--- src/rtl/hack_mem_pkg.sv ---
// Shared constants and grant encoding for the Hack data-memory arbiter.
package hack_mem_pkg;

  localparam int unsigned ADDR_W       = 15;
  localparam int unsigned DATA_W       = 16;
  localparam int unsigned SCREEN_BASE  = 16384;
  localparam int unsigned SCREEN_WORDS = 8192;
  localparam int unsigned KBD_ADDR     = 24576;

  typedef enum logic [1:0] {
    GNT_NONE,
    GNT_CPU,
    GNT_KBD,
    GNT_VID
  } grant_t;

endpackage

--- src/rtl/hack_screen_scanner.sv ---
// Screen scanner: walks the frame buffer one word per grant and holds each
// word on the video port until the sink takes it.
module hack_screen_scanner
  import hack_mem_pkg::*;
(
  input  logic              clk,
  input  logic              reset,
  input  logic              vid_en,
  input  logic              vid_ready,
  input  logic              vid_gnt,
  input  logic [DATA_W-1:0] mem_out,
  output logic [ADDR_W-1:0] scan_ptr,
  output logic              vid_want,
  output logic              vid_valid,
  output logic [DATA_W-1:0] vid_data,
  output logic              vid_sof
);

  localparam logic [ADDR_W-1:0] FIRST = ADDR_W'(SCREEN_BASE);
  localparam logic [ADDR_W-1:0] LAST  = ADDR_W'(SCREEN_BASE + SCREEN_WORDS - 1);

  // Only fetch when the output slot is free or being drained this cycle.
  always_comb begin
    vid_want = vid_en & (~vid_valid | vid_ready);
  end

  always_ff @(posedge clk) begin
    if (reset) begin
      scan_ptr  <= FIRST;
      vid_valid <= 1'b0;
      vid_data  <= '0;
      vid_sof   <= 1'b0;
    end else if (vid_gnt) begin
      vid_data  <= mem_out;
      vid_valid <= 1'b1;
      vid_sof   <= (scan_ptr == FIRST);
      scan_ptr  <= (scan_ptr == LAST) ? FIRST : scan_ptr + 1'b1;
    end else if (vid_valid && vid_ready) begin
      vid_valid <= 1'b0;
      vid_sof   <= 1'b0;
    end
  end

endmodule

--- src/rtl/hack_mem_arbiter.sv ---
// Single-port arbiter sharing Hack data memory between the CPU data port,
// a keyboard injector and the screen scanner.
module hack_mem_arbiter
  import hack_mem_pkg::*;
#(
  parameter int unsigned STARVE_MAX = 8
) (
  input  logic              clk,
  input  logic              reset,
  input  logic              cpu_req,
  input  logic              cpu_we,
  input  logic [ADDR_W-1:0] cpu_addr,
  input  logic [DATA_W-1:0] cpu_wdata,
  output logic              cpu_ack,
  output logic [DATA_W-1:0] cpu_rdata,
  input  logic              kbd_strobe,
  input  logic [DATA_W-1:0] kbd_code,
  input  logic              vid_en,
  input  logic              vid_ready,
  output logic              vid_valid,
  output logic [DATA_W-1:0] vid_data,
  output logic              vid_sof,
  output logic [ADDR_W-1:0] mem_address,
  output logic              mem_load,
  output logic [DATA_W-1:0] mem_in,
  input  logic [DATA_W-1:0] mem_out
);

  localparam int unsigned STARVE_W = $clog2(STARVE_MAX + 1);

  grant_t              grant;
  grant_t              last_grant;
  logic                kbd_pend;
  logic [DATA_W-1:0]   kbd_q;
  logic [STARVE_W-1:0] starve;
  logic                cpu_want;
  logic                vid_want;
  logic [ADDR_W-1:0]   scan_ptr;

  hack_screen_scanner u_scanner (
    .clk       (clk),
    .reset     (reset),
    .vid_en    (vid_en),
    .vid_ready (vid_ready),
    .vid_gnt   (grant == GNT_VID),
    .mem_out   (mem_out),
    .scan_ptr  (scan_ptr),
    .vid_want  (vid_want),
    .vid_valid (vid_valid),
    .vid_data  (vid_data),
    .vid_sof   (vid_sof)
  );

  // The ack cycle is the one right after a CPU grant; requests are ignored then.
  assign cpu_ack  = (last_grant == GNT_CPU);
  assign cpu_want = cpu_req & ~cpu_ack;

  // Starved video pre-empts everything; otherwise KBD > CPU > VID.
  always_comb begin
    grant = GNT_NONE;
    if (!reset) begin
      if (vid_want && starve == STARVE_W'(STARVE_MAX)) grant = GNT_VID;
      else if (kbd_pend)                              grant = GNT_KBD;
      else if (cpu_want)                              grant = GNT_CPU;
      else if (vid_want)                              grant = GNT_VID;
    end
  end

  always_comb begin
    mem_address = '0;
    mem_load    = 1'b0;
    mem_in      = '0;
    case (grant)
      GNT_CPU: begin
        mem_address = cpu_addr;
        mem_load    = cpu_we;
        mem_in      = cpu_we ? cpu_wdata : '0;
      end
      GNT_KBD: begin
        mem_address = ADDR_W'(KBD_ADDR);
        mem_load    = 1'b1;
        mem_in      = kbd_q;
      end
      GNT_VID: mem_address = scan_ptr;
      default: ;
    endcase
  end

  always_ff @(posedge clk) begin
    if (reset) begin
      last_grant <= GNT_NONE;
      kbd_pend   <= 1'b0;
      kbd_q      <= '0;
      starve     <= '0;
      cpu_rdata  <= '0;
    end else begin
      last_grant <= grant;
      // A strobe always lands in the slot, even while the old code is being written.
      if (kbd_strobe) begin
        kbd_pend <= 1'b1;
        kbd_q    <= kbd_code;
      end else if (grant == GNT_KBD) begin
        kbd_pend <= 1'b0;
      end
      if (vid_want && grant != GNT_VID)
        starve <= (starve == STARVE_W'(STARVE_MAX)) ? starve : starve + 1'b1;
      else
        starve <= '0;
      if (grant == GNT_CPU)
        cpu_rdata <= cpu_we ? '0 : mem_out;
    end
  end

endmodule
--- config.mk ---
export PLATFORM = sky130hd
export DESIGN_NAME = hack_mem_arbiter
export DESIGN_NICKNAME = d
export VERILOG_FILES = /design/src/rtl/hack_mem_pkg.sv /design/src/rtl/hack_screen_scanner.sv /design/src/rtl/hack_mem_arbiter.sv
export SDC_FILE = /design/constraint.sdc
export NUM_CORES = 1
export LEC_CHECK = 0
export ABC_CLOCK_PERIOD_IN_PS = 2650
export CELL_PAD_IN_SITES_DETAIL_PLACEMENT = 2
export CELL_PAD_IN_SITES_GLOBAL_PLACEMENT = 2
export CORE_UTILIZATION = 23
export CTS_BUF_LIST = sky130_fd_sc_hd__clkbuf_2
export DETAILED_ROUTE_END_ITERATION = 8
export PLACE_DENSITY_LB_ADDON = 0.1
export SYNTH_ARGS = -nofsm -noshare
export SYNTH_HDL_FRONTEND = slang
export SYNTH_SLANG_ARGS = --single-unit
--- constraint.sdc ---
create_clock -name clk -period 2.65 [get_ports clk]
set_input_delay 0.53 -clock clk [delete_from_list [all_inputs] [get_ports clk]]
set_output_delay 0.53 -clock clk [all_outputs]
set_load 0.1 [all_outputs]
* Word-level counts from Yosys, hierarchy flattened *
Index checks and enable logic that the tools add are counted.
Widths: inputs -> output; s select.

word-level totals
  register bits = 72
  output and inout bits = 67

operators by class
  eq/ne operators = 8
  add/sub/neg operators = 2
  mux-type cells = 16
  bitwise operators = 6
  reduce and logical (&&, ||, !) cells = 6

operators with widths
  operator               number
  $pmux 15 s3            1
  $mux 16                2
  $pmux 16 s2            1
  $eq 15x15->1 const B   2
  $add 15x1->15 const B  1
  $mux 15                1
  $mux 2                 5
  $mux 1                 5
  $add 4x1->4 const B    1
  $eq 2x1->1 const B     2
  $eq 2x2->1 const B     2
  $eq 4x4->1 const B     1
  $reduce_bool 2->1      2
  $logic_and 1x1->1      3
  $not 1->1              3
  $and 1x1->1            2
  $ne 2x2->1 const B     1
  $pmux 1 s2             1
  $reduce_or 2->1        1
  $or 1x1->1             1

* Depth between registers and ports, before layout *
  word-level depth = 12
  depth in mapped cells = 11
  mapped depth without buffers = 10

* By module *
A second synthesis with hierarchy kept.

second synthesis, totals
  cells, all modules = 381
  area, all modules = 3644.7 µm²

by module, submodules not included
  module               cells an instance  sequential area each (µm²)  instances  area an instance (µm²)
  hack_mem_arbiter     237                780.7                       1          2195.9
  hack_screen_scanner  144                660.6                       1          1448.9

* Worst setup path before layout *
No wires, ideal clock.

  path type = register to output
  from = reg u_scanner.vid_valid
  to = out mem_address[14]
  cell stages (with the launch flop) = 10
  arrival time = 3.913 ns
  slack = -1.793 ns
  required time = 2.120 ns
  cell sequence = dfxtp_1 > nand2b_1 > nand2_1 > a31oi_1 > o21bai_1 > ha_1 > clkbuf_1 > clkbuf_1 > nand2_1 > a31oi_1

on the way
  cells in the longest elaborated chain, start to end = 10
  elaborated cells between the ends (all ways) = 13
  classes of those cells = 3 x eq/ne; 6 x mux; 3 x bitwise; 1 x reduce/logical

RTL lines
  what                                             RTL line                   RTL
  start, declared                                  hack_screen_scanner.sv:14  output logic vid_valid,
  start signal, assigned                           hack_screen_scanner.sv:30  vid_valid <= 1'b0;
  start signal, assigned                           hack_screen_scanner.sv:35  vid_valid <= 1'b1;
  start signal, assigned                           hack_screen_scanner.sv:39  vid_valid <= 1'b0;
  $not 1->1 *                                      hack_screen_scanner.sv:24  vid_want = vid_en & (~vid_valid | vid_ready);
  $or 1x1->1 *                                     hack_screen_scanner.sv:24
  $and 1x1->1 *                                    hack_screen_scanner.sv:24
  $mux 2                                           hack_mem_arbiter.sv:65     else if (vid_want) grant = GNT_VID;
  $mux 2                                           hack_mem_arbiter.sv:64     else if (cpu_want) grant = GNT_CPU;
  $mux 2                                           hack_mem_arbiter.sv:63     else if (kbd_pend) grant = GNT_KBD;
  $mux 2 *                                         hack_mem_arbiter.sv:62     if (vid_want && starve == STARVE_W'(STARVE_MAX)) grant = GNT_VID;
  $mux 2 *                                         hack_mem_arbiter.sv:61     if (!reset) begin
  $eq 2x2->1 / $eq 2x1->1 (equally long branches)  hack_mem_arbiter.sv:73     case (grant)
  $pmux 15 s3 *                                    hack_mem_arbiter.sv:73
  end, declared                                    hack_mem_arbiter.sv:23     output logic [ADDR_W-1:0] mem_address,

Mark *: on every way between the ends. The rest lies on a longest branch, timed or not.

* Final worst setup path *
  from = reg starve[1]
  to = out mem_in[1]

on the way
  cells in the longest elaborated chain, start to end = 6
  elaborated cells between the ends (all ways) = 7
  classes of those cells = 3 x eq/ne; 3 x mux; 1 x reduce/logical

RTL lines
  what                                             RTL line                 RTL
  start, declared                                  hack_mem_arbiter.sv:35   logic [STARVE_W-1:0] starve;
  start signal, assigned                           hack_mem_arbiter.sv:106  starve <= (starve == STARVE_W'(STARVE_MAX)) ? starve : starve + 1'b1;
  $eq 4x4->1 *                                     hack_mem_arbiter.sv:62
  $logic_and 1x1->1 *                              hack_mem_arbiter.sv:62
  $mux 2 *                                         hack_mem_arbiter.sv:62
  $mux 2 *                                         hack_mem_arbiter.sv:61
  named net grant[0]                               hack_mem_arbiter.sv:31   grant_t grant;
  $eq 2x2->1 / $eq 2x1->1 (equally long branches)  hack_mem_arbiter.sv:73
  $pmux 16 s2 *                                    hack_mem_arbiter.sv:73
  end, declared                                    hack_mem_arbiter.sv:25   output logic [DATA_W-1:0] mem_in,

Mark *: on every way through the listed nets, which the timed path passes. The rest lies on a longest branch.

==> results_dict.tcl <==
set metrics [dict create \
    status "finished with violations" \
    violations "DRC, setup timing" \
    dr_wl_met2_um 7030 \
    rsz0062_at_grt "true" \
    dr.max_layer_used "met4" \
    synth-edff-count 0 \
    die_y_um 125 \
    gp_congestion 0.706 \
    slew_headroom 0.542 \
    maxCapViolations 0 \
    syn_area_mm2 0.00348 \
    initial_utilization 0.238 \
    cts.sinks 72 \
    clkTransAtPathRegs_ns 0.22 \
    synth.distinct_cells 41 \
    io_buffers 136 \
    firstDrtPassIters 6 \
    routedWlPerCell_um 17.6 \
    core_mm2 0.0146 \
    io_pins 137 \
    grt_pass1_wl_um 22000 \
    crit_path_start_kind "flop" \
    avgSynthCellArea_um2 8.84 \
    worst_pin_slew_ns 0.687 \
    wl_met3_um 696 \
    fin_crit_ns 3.22 \
    antenna_found_initial 0 \
    grt_max_degree 62 \
    hold_violations 0 \
    finalClockSkew_ns 0.0182 \
    wirelength_met1_um 5460 \
    clk_path_buf_depth 2 \
    maxSlewViolCount 0 \
    peakVddDrop_mv 0.292 \
    hp-class "flop to flop" \
    grt_overflow_total 0 \
    area_growth_pct 84.2 \
    final-setup-viol-count 33 \
    synth_top_area_cell "dfxtp_1" \
    p_leak_nw 2.41 \
    fin_tns_setup_ns -17.29 \
    yosys_most_used_dff "dfxtp_1" \
    yosys_warnings 0 \
    rows 44 \
    syn-num-nets 473 \
    viasPerCell 4.69 \
    grt_usage 0.180 \
    worstPathArrival_ns 2.69 \
    drive_above_1_share 0.410 \
    cp.required_ns 2.12 \
    critPathCaptureType "output pin" \
    finalWorstSetupSlack_ns -0.573 \
    vias 3576 \
    synthTopCellsByArea "dfxtp_1 (41%), mux2i_1 (9.2%), nor2_1 (6.9%)" \
    holdWs_ns 0.489 \
    die_x_um 125 \
    design.die.area_mm2 0.0156 \
    drt_wl_total_um 13400 \
    drc 6 \
    power.total_mw 2.82 \
    dp_hpwl_um 9550 \
    timing.fmax_mhz 310 \
    synth_common_cells "dfxtp_1 (72), nor2_1 (64), mux2i_1 (32)" \
    cts_made_buffers 9 \
    path_max_fanout 5 \
    n_fill_cell 1533 \
    ys_ff_latch 72 \
    synth_top_area_frac 0.414 \
    post-route-period-util 1.22 \
    syn_inst 394 \
    htree_levels 3 \
    cellPowerDensity_mw_per_mm2 439 \
    first_global_vias 3996 \
    ctsHoldBuffers 0 \
    drt_iter0_markers 85 \
    clkLatencyLatePin_ns 0.58 \
    yosysMostFrequentCell "dfxtp_1" \
    min_path_cells 2 \
    fin_nets 652 \
    ant_nets 0 \
    worst-setup-path-type "flop to output pin" \
    root_buffer "clkbuf_2" \
    num_antenna_cells 0 \
    worst_r2r_path_depth 13 \
    cts_tree "done" \
    async_flop_share 0 \
    ys_seq_area_frac 0.414 \
]
[per-stage QoR]
stage | cells | setup slack, ns | utilization | instance area, µm²
after floorplan | 394 | -0.172 | - | 3970
after global placement | 721 | -0.530 | 0.399 | 5840
after detailed placement | 721 | -0.683 | 0.399 | 5840
after CTS | 767 | -0.653 | 0.439 | 6420
after global routing | 762 | -0.784 | 0.438 | 6420
final | 762 | -0.573 | 0.438 | 6420
[registers in the layout (all words and copies together) (netlist names)]
signal / count
last_grant: 2
u_scanner.vid_sof: 1
kbd_q: 16
cpu_rdata: 16
starve: 4
u_scanner.scan_ptr: 15
kbd_pend: 1
u_scanner.vid_valid: 1
u_scanner.vid_data: 16
[path summary, 6_finish.rpt]
| path | from | endpoint | slack (ns) |
|---|---|---|---|
| worst max-delay path | starve[1] | mem_in[1] | -0.57 |
| worst min-delay path | cpu_rdata[9] | cpu_rdata[9] | 0.49 |
| worst max register to register | starve[1] | u_scanner.scan_ptr[13] | -0.15 |
| worst min register to register | cpu_rdata[9] | cpu_rdata[9] | 0.49 |
[area by class of cell]
cell class / instances / area [µm²] / share of cell area
Multi-Input combinational cell: 287 / 2430 / 0.378
Timing Repair Buffer: 196 / 2140 / 0.334
Sequential cell: 72 / 1450 / 0.225
Tap cell: 184 / 230 / 0.0359
Clock inverter: 7 / 101 / 0.0158
Clock buffer: 9 / 45.0 / 0.00702
Inverter: 7 / 26.3 / 0.00409
[metal layers]
metal  vias to the layer above  GRT usage
li1                       1718          -
met1                      1765      0.198
met2                        78      0.329
met3                        15     0.0518
met4                         0     0.0624
met5                         -          0
[placed cells by master (no fill, tap or decap), drive strengths merged, types with 2 or more instances in the layout]
cell	netlist	final
buf	7	128
dfxtp	72	72
clkdlybuf4s50	0	68
nor2	64	64
mux2i	32	32
a22oi	28	28
a21oi	25	25
nand2b	20	20
nor2b	18	18
nand3b	17	17
nand2	16	16
inv	7	10
clkbuf	21	9
nand3	9	9
ha	9	9
xnor2	8	8
nor4	6	6
xor2	5	5
nand4	5	5
nor3	4	4
or4	3	3
or3	3	3
o21ba	2	2
o21ai	2	2
bufinv	0	2
clkinvlp	0	2
a31oi	2	2
o21bai	2	2
[power breakdown]
| group | internal (mW) | leakage, nW | switching [mW] |
|---|---|---|---|
| Sequential | 1.12 | 0.587 | 0.0262 |
| Clock | 0.321 | 0.0795 | 0.466 |
| Combinational | 0.378 | 1.74 | 0.504 |
[timing repair]
action	CTS	global route
pin swaps	19	7
endpoints found under the hold margin	0	0
setup endpoints to repair	35	41
gates cloned	1	0
resized for setup	42	13
setup buffers	29	6
[cells by family after synthesis]
kind of cell	count (synthesis)	share of synthesized area
compound gates	65	0.126
xor+xnor	13	0.0327
fa+ha+maj	9	0.0323
buf+inv	35	0.0478
flops	72	0.414
mux	32	0.0919
simple gates	168	0.256
[worst max-delay path, cell delays in order, from the launching register on]
cell      delay, ns
dfxtp_2        0.38
inv_2          0.07
ha_4           0.11
nand3b_1       0.16
buf_6          0.18
o22ai_4        0.11
nor2b_4        0.25
ha_4           0.17
and2_4         0.17
buf_6          0.13
a22oi_2        0.07
nor2b_4        0.15
buf_12         0.18
(Power assumes the default switching activity.)
